--- src/rtl/regfile_wb_if.sv ---
// Signal bundle for regfile_wb_arbiter: two writeback sources, the register-file
// write port, and the status seen by the hazard unit.
interface regfile_wb_if #(
   parameter int DATA_W = 64,
   parameter int DEPTH  = 4
);
   logic                   a_valid;
   logic [4:0]             a_rd;
   logic [DATA_W-1:0]      a_data;
   logic                   a_ready;
   logic                   b_valid;
   logic [4:0]             b_rd;
   logic [DATA_W-1:0]      b_data;
   logic                   b_ready;
   logic                   wr_en;
   logic [4:0]             wr_rd;
   logic [DATA_W-1:0]      wr_data;
   logic [31:0]            pend_mask;
   logic [$clog2(DEPTH):0] fifo_count;

   modport slave (
      input  a_valid, a_rd, a_data, b_valid, b_rd, b_data,
      output a_ready, b_ready, wr_en, wr_rd, wr_data, pend_mask, fifo_count
   );

   modport master (
      output a_valid, a_rd, a_data, b_valid, b_rd, b_data,
      input  a_ready, b_ready, wr_en, wr_rd, wr_data, pend_mask, fifo_count
   );
endinterface

--- src/rtl/regfile_wb_arbiter.sv ---
// Merges in-order pipeline writeback (A) and buffered long-latency results (B)
// onto the single register-file write port, keeping same-register order and bounding B starvation.
module regfile_wb_arbiter #(
   parameter int DATA_W       = 64,
   parameter int DEPTH        = 4,
   parameter int STARVE_LIMIT = 3
) (
   input  logic        clk,
   input  logic        reset,
   regfile_wb_if.slave bus
);
   localparam int PW = $clog2(DEPTH);
   localparam int CW = PW + 1;
   localparam int SW = (STARVE_LIMIT < 1) ? 1 : $clog2(STARVE_LIMIT + 1);

   logic [4:0]        fifo_rd   [DEPTH];
   logic [DATA_W-1:0] fifo_data [DEPTH];
   logic [PW-1:0]     wptr, rptr;
   logic [CW-1:0]     count;
   logic [SW-1:0]     starve_cnt;
   logic [31:0]       pend;
   logic              fifo_ne, starved, push, gnt_a, gnt_b, a_rdy, b_rdy;
   logic              wr_en;
   logic [4:0]        wr_rd;
   logic [DATA_W-1:0] wr_data;

   assign fifo_ne = (count != '0);
   assign starved = (starve_cnt == SW'(STARVE_LIMIT));
   assign b_rdy   = (count != CW'(DEPTH));
   // x0 results are acknowledged but never stored, so they cannot reach the port
   assign push    = bus.b_valid && b_rdy && (bus.b_rd != 5'd0);

   // Slot i is live when its distance from the head is below the occupancy.
   always_comb begin
      pend = '0;
      for (int i = 0; i < DEPTH; i++) begin
         if ({1'b0, PW'(i) - rptr} < count)
            pend = pend | (32'd1 << fifo_rd[i]);
      end
   end

   always_comb begin
      gnt_a = 1'b0;
      gnt_b = 1'b0;
      a_rdy = 1'b1;
      if (fifo_ne && starved) begin
         gnt_b = 1'b1;
         a_rdy = 1'b0;
      end else if (bus.a_valid && pend[bus.a_rd]) begin
         // An older B write to the same register must land first
         gnt_b = 1'b1;
         a_rdy = 1'b0;
      end else if (bus.a_valid) begin
         gnt_a = 1'b1;
      end else if (fifo_ne) begin
         gnt_b = 1'b1;
      end
   end

   always_ff @(posedge clk or negedge reset) begin
      if (!reset) begin
         wptr       <= '0;
         rptr       <= '0;
         count      <= '0;
         starve_cnt <= '0;
         wr_en      <= 1'b0;
         wr_rd      <= '0;
         wr_data    <= '0;
      end else begin
         if (push)  wptr <= wptr + 1'b1;
         if (gnt_b) rptr <= rptr + 1'b1;
         count <= count + CW'(push) - CW'(gnt_b);

         if (!fifo_ne || gnt_b)
            starve_cnt <= '0;
         else if (gnt_a && !starved)
            starve_cnt <= starve_cnt + 1'b1;

         if (gnt_b) begin
            wr_en   <= 1'b1;
            wr_rd   <= fifo_rd[rptr];
            wr_data <= fifo_data[rptr];
         end else if (gnt_a && (bus.a_rd != 5'd0)) begin
            wr_en   <= 1'b1;
            wr_rd   <= bus.a_rd;
            wr_data <= bus.a_data;
         end else begin
            wr_en   <= 1'b0;
         end
      end
   end

   // Payload storage needs no reset: occupancy alone decides which slots are live.
   always_ff @(posedge clk) begin
      if (push) begin
         fifo_rd[wptr]   <= bus.b_rd;
         fifo_data[wptr] <= bus.b_data;
      end
   end

   assign bus.a_ready    = a_rdy;
   assign bus.b_ready    = b_rdy;
   assign bus.wr_en      = wr_en;
   assign bus.wr_rd      = wr_rd;
   assign bus.wr_data    = wr_data;
   assign bus.pend_mask  = pend;
   assign bus.fifo_count = count;
endmodule
--- src/flat_wrapper.sv ---
// flat-port wrapper written by rule: the top's interface ports become plain ports
module regfile_wb_arbiter_flat 
#(
   parameter int DATA_W       = 64,
   parameter int DEPTH        = 4,
   parameter int STARVE_LIMIT = 3
)
  (clk, reset, bus_a_valid, bus_a_rd, bus_a_data, bus_b_valid, bus_b_rd, bus_b_data, bus_a_ready, bus_b_ready, bus_wr_en, bus_wr_rd, bus_wr_data, bus_pend_mask, bus_fifo_count);
  regfile_wb_if #(.DATA_W(DATA_W), .DEPTH(DEPTH)) bus_i ();
  input  logic clk;
  input  logic reset;
  input wire logic [$bits(bus_i.a_valid)-1:0] bus_a_valid;
  input wire logic [$bits(bus_i.a_rd)-1:0] bus_a_rd;
  input wire logic [$bits(bus_i.a_data)-1:0] bus_a_data;
  input wire logic [$bits(bus_i.b_valid)-1:0] bus_b_valid;
  input wire logic [$bits(bus_i.b_rd)-1:0] bus_b_rd;
  input wire logic [$bits(bus_i.b_data)-1:0] bus_b_data;
  output wire logic [$bits(bus_i.a_ready)-1:0] bus_a_ready;
  output wire logic [$bits(bus_i.b_ready)-1:0] bus_b_ready;
  output wire logic [$bits(bus_i.wr_en)-1:0] bus_wr_en;
  output wire logic [$bits(bus_i.wr_rd)-1:0] bus_wr_rd;
  output wire logic [$bits(bus_i.wr_data)-1:0] bus_wr_data;
  output wire logic [$bits(bus_i.pend_mask)-1:0] bus_pend_mask;
  output wire logic [$bits(bus_i.fifo_count)-1:0] bus_fifo_count;
  assign bus_i.a_valid = bus_a_valid;
  assign bus_i.a_rd = bus_a_rd;
  assign bus_i.a_data = bus_a_data;
  assign bus_i.b_valid = bus_b_valid;
  assign bus_i.b_rd = bus_b_rd;
  assign bus_i.b_data = bus_b_data;
  assign bus_a_ready = bus_i.a_ready;
  assign bus_b_ready = bus_i.b_ready;
  assign bus_wr_en = bus_i.wr_en;
  assign bus_wr_rd = bus_i.wr_rd;
  assign bus_wr_data = bus_i.wr_data;
  assign bus_pend_mask = bus_i.pend_mask;
  assign bus_fifo_count = bus_i.fifo_count;
  regfile_wb_arbiter #(.DATA_W(DATA_W), .DEPTH(DEPTH), .STARVE_LIMIT(STARVE_LIMIT)) u_core (.clk(clk), .reset(reset), .bus(bus_i));
endmodule
--- config.mk ---
export PLATFORM = sky130hd
export DESIGN_NAME = regfile_wb_arbiter_flat
export DESIGN_NICKNAME = d
export VERILOG_FILES = /design/src/rtl/regfile_wb_if.sv /design/src/rtl/regfile_wb_arbiter.sv /design/src/flat_wrapper.sv
export SDC_FILE = /design/constraint.sdc
export NUM_CORES = 1
export LEC_CHECK = 0
export ABC_AREA = 0
export BUFFER_PORTS_ARGS = -buffer_cell sky130_fd_sc_hd__buf_2
export CAP_MARGIN = 5
export CORE_MARGIN = 2
export CORE_UTILIZATION = 45
export CTS_BUF_LIST = sky130_fd_sc_hd__clkbuf_2 sky130_fd_sc_hd__clkbuf_4 sky130_fd_sc_hd__clkbuf_8
export CTS_CLUSTER_SIZE = 8
export DETAILED_ROUTE_END_ITERATION = 10
export GPL_TIMING_DRIVEN = 0
export PLACE_DENSITY = 0.73
export SLEW_MARGIN = 5
export SYNTH_ARGS = -nofsm -noshare
export SYNTH_HDL_FRONTEND = slang
export SYNTH_SLANG_ARGS = --single-unit
export TNS_END_PERCENT = 50
--- constraint.sdc ---
create_clock -name clk -period 14.1 [get_ports clk]
set_input_delay 2.82 -clock clk [delete_from_list [all_inputs] [get_ports clk]]
set_output_delay 2.82 -clock clk [all_outputs]
set_load 0.02 [all_outputs]
Yosys cells after proc, flatten, opt, wreduce, memory -nomap -nowiden:

Memory sizes are Yosys's and may differ from the RTL's.
Cells that the tools add are included.

* $add $sub $neg: 9
* $mul: 0
* divide/modulo/power cells: 0
* $lt $le $gt $ge: 5
* eq/ne operators: 2
* shift operators: 4
* multiplexer cells: 25
* bitwise logic cells: 3
* reductions and logical operators: 14

Operators with widths (number)
* two-way mux 32 bit: 4
* two-way mux 64 bit: 2
* << shifter 1 x 5 -> 32 bit, first input constant: 4
* OR 32 bit: 3
* two-way mux 1 bit: 14
* less-than comparator 2 x 3 -> 1 bit: 4
* two-way mux 5 bit: 2
* nonzero test 5 bit: 2
* adder 2 x 1 -> 2 bit, second input constant: 3
* logical AND 1 bit: 6
* less-than comparator 5 x 6 -> 1 bit, second input constant: 1
* binary-select mux 1 bit (select 5 bit): 1
* two-way mux 2 bit: 2
* nonzero test 2 bit: 2
* subtractor 1 x 2 -> 2 bit, first input constant: 2
* subtractor 2 bit, first input constant: 2
* adder 3 x 1 -> 3 bit: 1
* inequality test 3 bit, second input constant: 1
* nonzero test 3 bit: 1
* subtractor 3 x 1 -> 3 bit: 1
* == test 2 bit, second input constant: 1
* zero test 1 bit: 2
* logical OR 1 bit: 1

* flip-flop bits (word level): 79
* bits in latches: 0
* memory bits (writable): 276
* ROM bits: 0
* input bits: 142
* output and inout bits: 107
* logic and storage cells: 71
* memories: 2

Memories
* u_core.fifo_data: words 4, width 64, read ports 1, clocked after memory_dff 0, write ports 1, line regfile_wb_arbiter.sv:17 `logic [DATA_W-1:0] fifo_data [DEPTH];`
* u_core.fifo_rd: words 4, width 5, read ports 5, clocked after memory_dff 0, write ports 1, line regfile_wb_arbiter.sv:16 `logic [4:0] fifo_rd [DEPTH];`

Depth between registers and ports, before layout:

* word-level depth: 17
* mapped depth: 23

Least setup slack after synthesis:

Ideal clock, no wire load.

* path kind: input-to-output
* from: input port bus_a_rd[0]
* to: output port bus_a_ready
* arrival: 4.653 ns
* slack: 6.627 ns
* stages: 8
* cell sequence: clkbuf_1 > inv_1 > nand2_1 > nor2_1 > a221o_1 > nor4_1 > o22ai_2 > a21boi_0

* word-level cells in the longest chain between the ends: 5

RTL lines
* start: declaration: line flat_wrapper.sv:13 `input wire logic [$bits(bus_i.a_rd)-1:0] bus_a_rd;`
* binary-select mux 1 bit (select 5 bit): line regfile_wb_arbiter.sv:49 `end else if (bus.a_valid && pend[bus.a_rd]) begin`
* two-way mux 1 bit (not written as such): line regfile_wb_arbiter.sv:49
* logical AND 1 bit: line regfile_wb_arbiter.sv:49
* two-way mux 1 bit: line regfile_wb_arbiter.sv:49
* two-way mux 1 bit: line regfile_wb_arbiter.sv:46 `if (fifo_ne && starved) begin`
* end: declaration: line flat_wrapper.sv:18 `output wire logic [$bits(bus_i.a_ready)-1:0] bus_a_ready;`

No other way between the ends. The select of a mux whose other input is x is not followed.

Final worst setup path:

* from: register u_core.rptr[1]
* to: output port bus_a_ready

* word-level cells in the longest chain between the ends: 14
* elaborated cells on any way between the ends: 20
* those cells by class: add/sub: 4; order compare: 4; mux: 8; bitwise: 3; reduce/logical: 1

RTL lines
* start: declaration: line regfile_wb_arbiter.sv:18 `logic [PW-1:0] wptr, rptr;`
* start signal: assignment: line regfile_wb_arbiter.sv:71 `if (gnt_b) rptr <= rptr + 1'b1;`
* subtractor 1 x 2 -> 2 bit: line regfile_wb_arbiter.sv:37 `if ({1'b0, PW'(i) - rptr} < count)`
* less-than comparator 2 x 3 -> 1 bit: line regfile_wb_arbiter.sv:37
* two-way mux 32 bit: line regfile_wb_arbiter.sv:37
* OR 32 bit: line regfile_wb_arbiter.sv:38 `pend = pend | (32'd1 << fifo_rd[i]);`
* two-way mux 32 bit: line regfile_wb_arbiter.sv:37
* OR 32 bit: line regfile_wb_arbiter.sv:38
* two-way mux 32 bit: line regfile_wb_arbiter.sv:37
* OR 32 bit: line regfile_wb_arbiter.sv:38
* two-way mux 32 bit *: line regfile_wb_arbiter.sv:37
* binary-select mux 1 bit (select 5 bit) *: line regfile_wb_arbiter.sv:49
* two-way mux 1 bit (not written as such) *: line regfile_wb_arbiter.sv:49
* logical AND 1 bit *: line regfile_wb_arbiter.sv:49
* two-way mux 1 bit *: line regfile_wb_arbiter.sv:49
* two-way mux 1 bit *: line regfile_wb_arbiter.sv:46

Every way passes the cells marked *; elsewhere a longest branch is shown, timed or not. The select of a mux whose other input is x is not followed.

==> out/metrics.yaml <==
clock_network:
  clk_latency_ns: 0.61
  cts_root_buf: "clkbuf_8"
  clk_pin_slew_worst_paths_ns: 0.06
  cts_buffers: 57
  htreeDepth: 2
  clock_path_buffers: 3
  postCtsResizedCells: 0
  cts_tree: "yes"
  ctsHoldBuffers: 0
  cts_setup_buffers: 0
  cts.sinks: 355
logic_synthesis:
  yosysWarnings: 0
  synthFlopType: "edfxtp_1"
  netlist-cell-type-count: 68
  synth_simple_gate_area_share: 0.0824
  synth_xor_area_frac: 0.00339
  async_flop_share: 0.223
  yosys-top-cells-area: "edfxtp_1 (53%), dfrtp_1 (13%), mux4_2 (10%)"
  synth_compound_area_frac: 0.0765
  yosysSeqAreaShare: 0.661
  synth_fa_ha_area_frac: 0.0102
  synthCells: 1015
  synth_top_family_by_area: "multiplexers"
  syn_area_mm2: 0.0155
  synth_edf_count: 276
  syn_avg_cell_area_um2: 15.3
  synth-seq-cells: 355
  post-synth-top-area-cell: "edfxtp_1"
  synthMuxAreaShare: 0.144
  syn_nets: 1169
  synth_top_area_frac: 0.534
routing:
  dr.pass1.iters: 5
  antenna_left: 0
  viasPerCell: 5.58
  drt_iter0_drc: 719
  wl_per_cell_um: 22.1
  drc_errors: 0
  wl_um: 40600
  dr_total_vias: 10200
layout:
  final_area_mm2: 0.0187
  area_growth_pct: 20.6
  drive_above_1_share: 0.345
  stdcell_count: 1834
  nets: 1480
worst_setup_path:
  start_kind: "flop"
  crit_path_end_kind: "output port"
  cp_top_family: "compound AO/OA/AOI/OAI gates"
  worst-path-buf-inv: 5
  critical_path_class: "reg -> out"
  critical_path_required_ns: 11.28
  cp_slowest_stage_delay_ns: 0.67
  crit_fanout: 10
  cp.arrival_ns: 5.60
  crit_chain: "clkbuf_1, clkbuf_1, xnor2_1, inv_1, ha_1, nand2b_1, o211ai_1, buf_2, o22ai_1, a211o_1, o2111a_1, nor4_1, o22ai_2, a21boi_0, buf_2"
  crit_slowest_cell: "o211ai_1"
timing:
  period_share: 0.597
  worst_slack_ns: 5.68
  setup_viol: 0
  max-slew-margin-rel: 0.150
  skew_ns: 0.0297
  clock.fmax_mhz: 119
  worstMarginPinSlew_ns: 1.27
  maxSlewViolCount: 0
  setup_tns_ns: 0
  rsz0062_at_grt: "no"
  hold_violations: 0
  fin_crit_ns: 8.42
floorplan:
  die_h_um: 190
  io_pins: 249
  die_area_mm2: 0.0360
  rows: 68
  die_x_um: 190
  core_mm2: 0.0343
  start_util: 0.453
global_route:
  grt_pass1_vias: 10400
  grt_pass1_wl_um: 61000
  antenna_found_initial: 7
  grt_overflow: 0
  track_usage: 0.225
  grt_max_degree: 59
power_and_ir_drop:
  ir_worst_vdd_mv: 0.119
  power.total_mw: 3.90
  pwr_density_cell_mw_per_mm2: 208
  cellLeakagePower_nw: 7.16
placement:
  dpl_cell_area_mm2: 0.0175
  portBuffers: 247
  place_congestion: 0.903
  dp.cells: 1722
  pre_cts_slack_ns: 6.21
  hpwl_um: 28200
run_status:
  status: "complete, no violations"
worst_hold_path:
  hold_class: "reg -> reg"
run:
  maxCapViolCount: 0
registers in the layout (all words and copies together) (netlist names):
register,flops
u_core.bus.wr_rd,5
u_core.wptr,2
u_core.bus.wr_data,64
u_core.rptr,2
u_core.starve_cnt,2
u_core.bus.wr_en,1
u_core.fifo_data,256
u_core.fifo_rd,20
u_core.bus.fifo_count,3
through the flow:
stage	hold WS (ns)	util
after global placement	0.420	0.505
after global routing	0.445	0.546
final	0.434	0.546
after floorplan	0.407	-
after CTS	0.433	0.546
after detailed placement	0.425	0.510
final cells by class:
type                    instances  area [um^2]
clock inverters                11          118
plain buffers                  54          267
repair buffers                252         1380
fillers                      2816        15600
inverters                      20         75.1
clock buffers                  97         1120
multi-input cells             586         4930
diodes                          4         10.0
flip-flops and latches        355        10300
well taps                     455          569
cell usage in the layout, fill, tap and decap left out, types with 4 or more instances in the layout:
cell       instances
buf_2            261
clkbuf_4          35
clkbuf_8          62
a22oi_1           10
diode_2            4
and3b_1            4
a211o_1           12
buf_4              5
nand2b_1          12
buf_16             5
a2111oi_0          5
buf_6              4
nor2_1           103
o2111a_1           5
nor2b_1           20
and2_1             5
nand4_1            4
and2_4             5
a21oi_1           68
mux2i_1           66
nor3_1             8
or2_2              6
inv_1             19
xnor2_1            6
edfxtp_1         276
o211ai_1           4
mux4_2            70
a221o_1            6
dfrtp_1           79
clkbuf_1          28
ha_1              11
nand3_1           19
nand2_1           56
nor4_1             4
o22ai_1           27
Yosys cell counts (3+ instances only):
master	number
o2111a_1	5
and3b_1	4
a21oi_1	68
buf_4	4
xnor2_1	6
ha_1	11
dfrtp_1	79
nand4_1	4
edfxtp_1	276
a211o_1	12
nand3_1	19
mux4_2	70
nor2_1	103
buf_6	4
o211ai_1	4
buf_1	3
nor2b_1	20
nor3b_1	3
nor3_1	8
nand2b_1	12
o22ai_1	27
or2_2	6
nand2_1	56
nor4_1	4
a32oi_1	3
a22oi_1	10
or3_1	3
and2_1	9
buf_2	15
a2111oi_0	5
inv_1	19
clkbuf_1	28
a221o_1	6
mux2i_1	66
path summary, 6_finish.rpt:
path | to | cells past startpoint | from | slack, ns
worst max-delay path | bus_a_ready | 15 | u_core.rptr[1] | 5.68
worst min-delay path | u_core.starve_cnt[0] | 1 | u_core.starve_cnt[0] | 0.43
worst max register to register | u_core.bus.fifo_count[2] | 23 | u_core.rptr[1] | 7.52
worst min register to register | u_core.starve_cnt[0] | 1 | u_core.starve_cnt[0] | 0.43
max in group asynchronous | u_core.bus.wr_data[44] | 2 | reset | 11.33
min in group asynchronous | u_core.bus.wr_data[20] | 1 | reset | 2.11
routing by layer:
layer | GRT usage | vias to the layer above | wire length, um
met5 | 0 | - | 34
li1 | - | 4607 | -
met1 | 0.307 | 5144 | 17400
met2 | 0.372 | 399 | 19800
met3 | 0.0417 | 73 | 2550
met4 | 0.0653 | 6 | 851
logic make-up after synthesis:
group / count (synthesis)
DFF: 355
and+or+nand+nor: 265
AOI/OAI and AO/OA: 167
muxes: 136
buffers and inverters: 74
adders and majority gates: 12
xor gates and xnor gates: 6
report_power, final:
part	internal (mW)	leakage [nW]	switching, mW
sequential	1.42	3.42	0.103
combinational	0.558	3.08	0.894
clock	0.535	0.660	0.393
(Power assumes the default switching activity.)
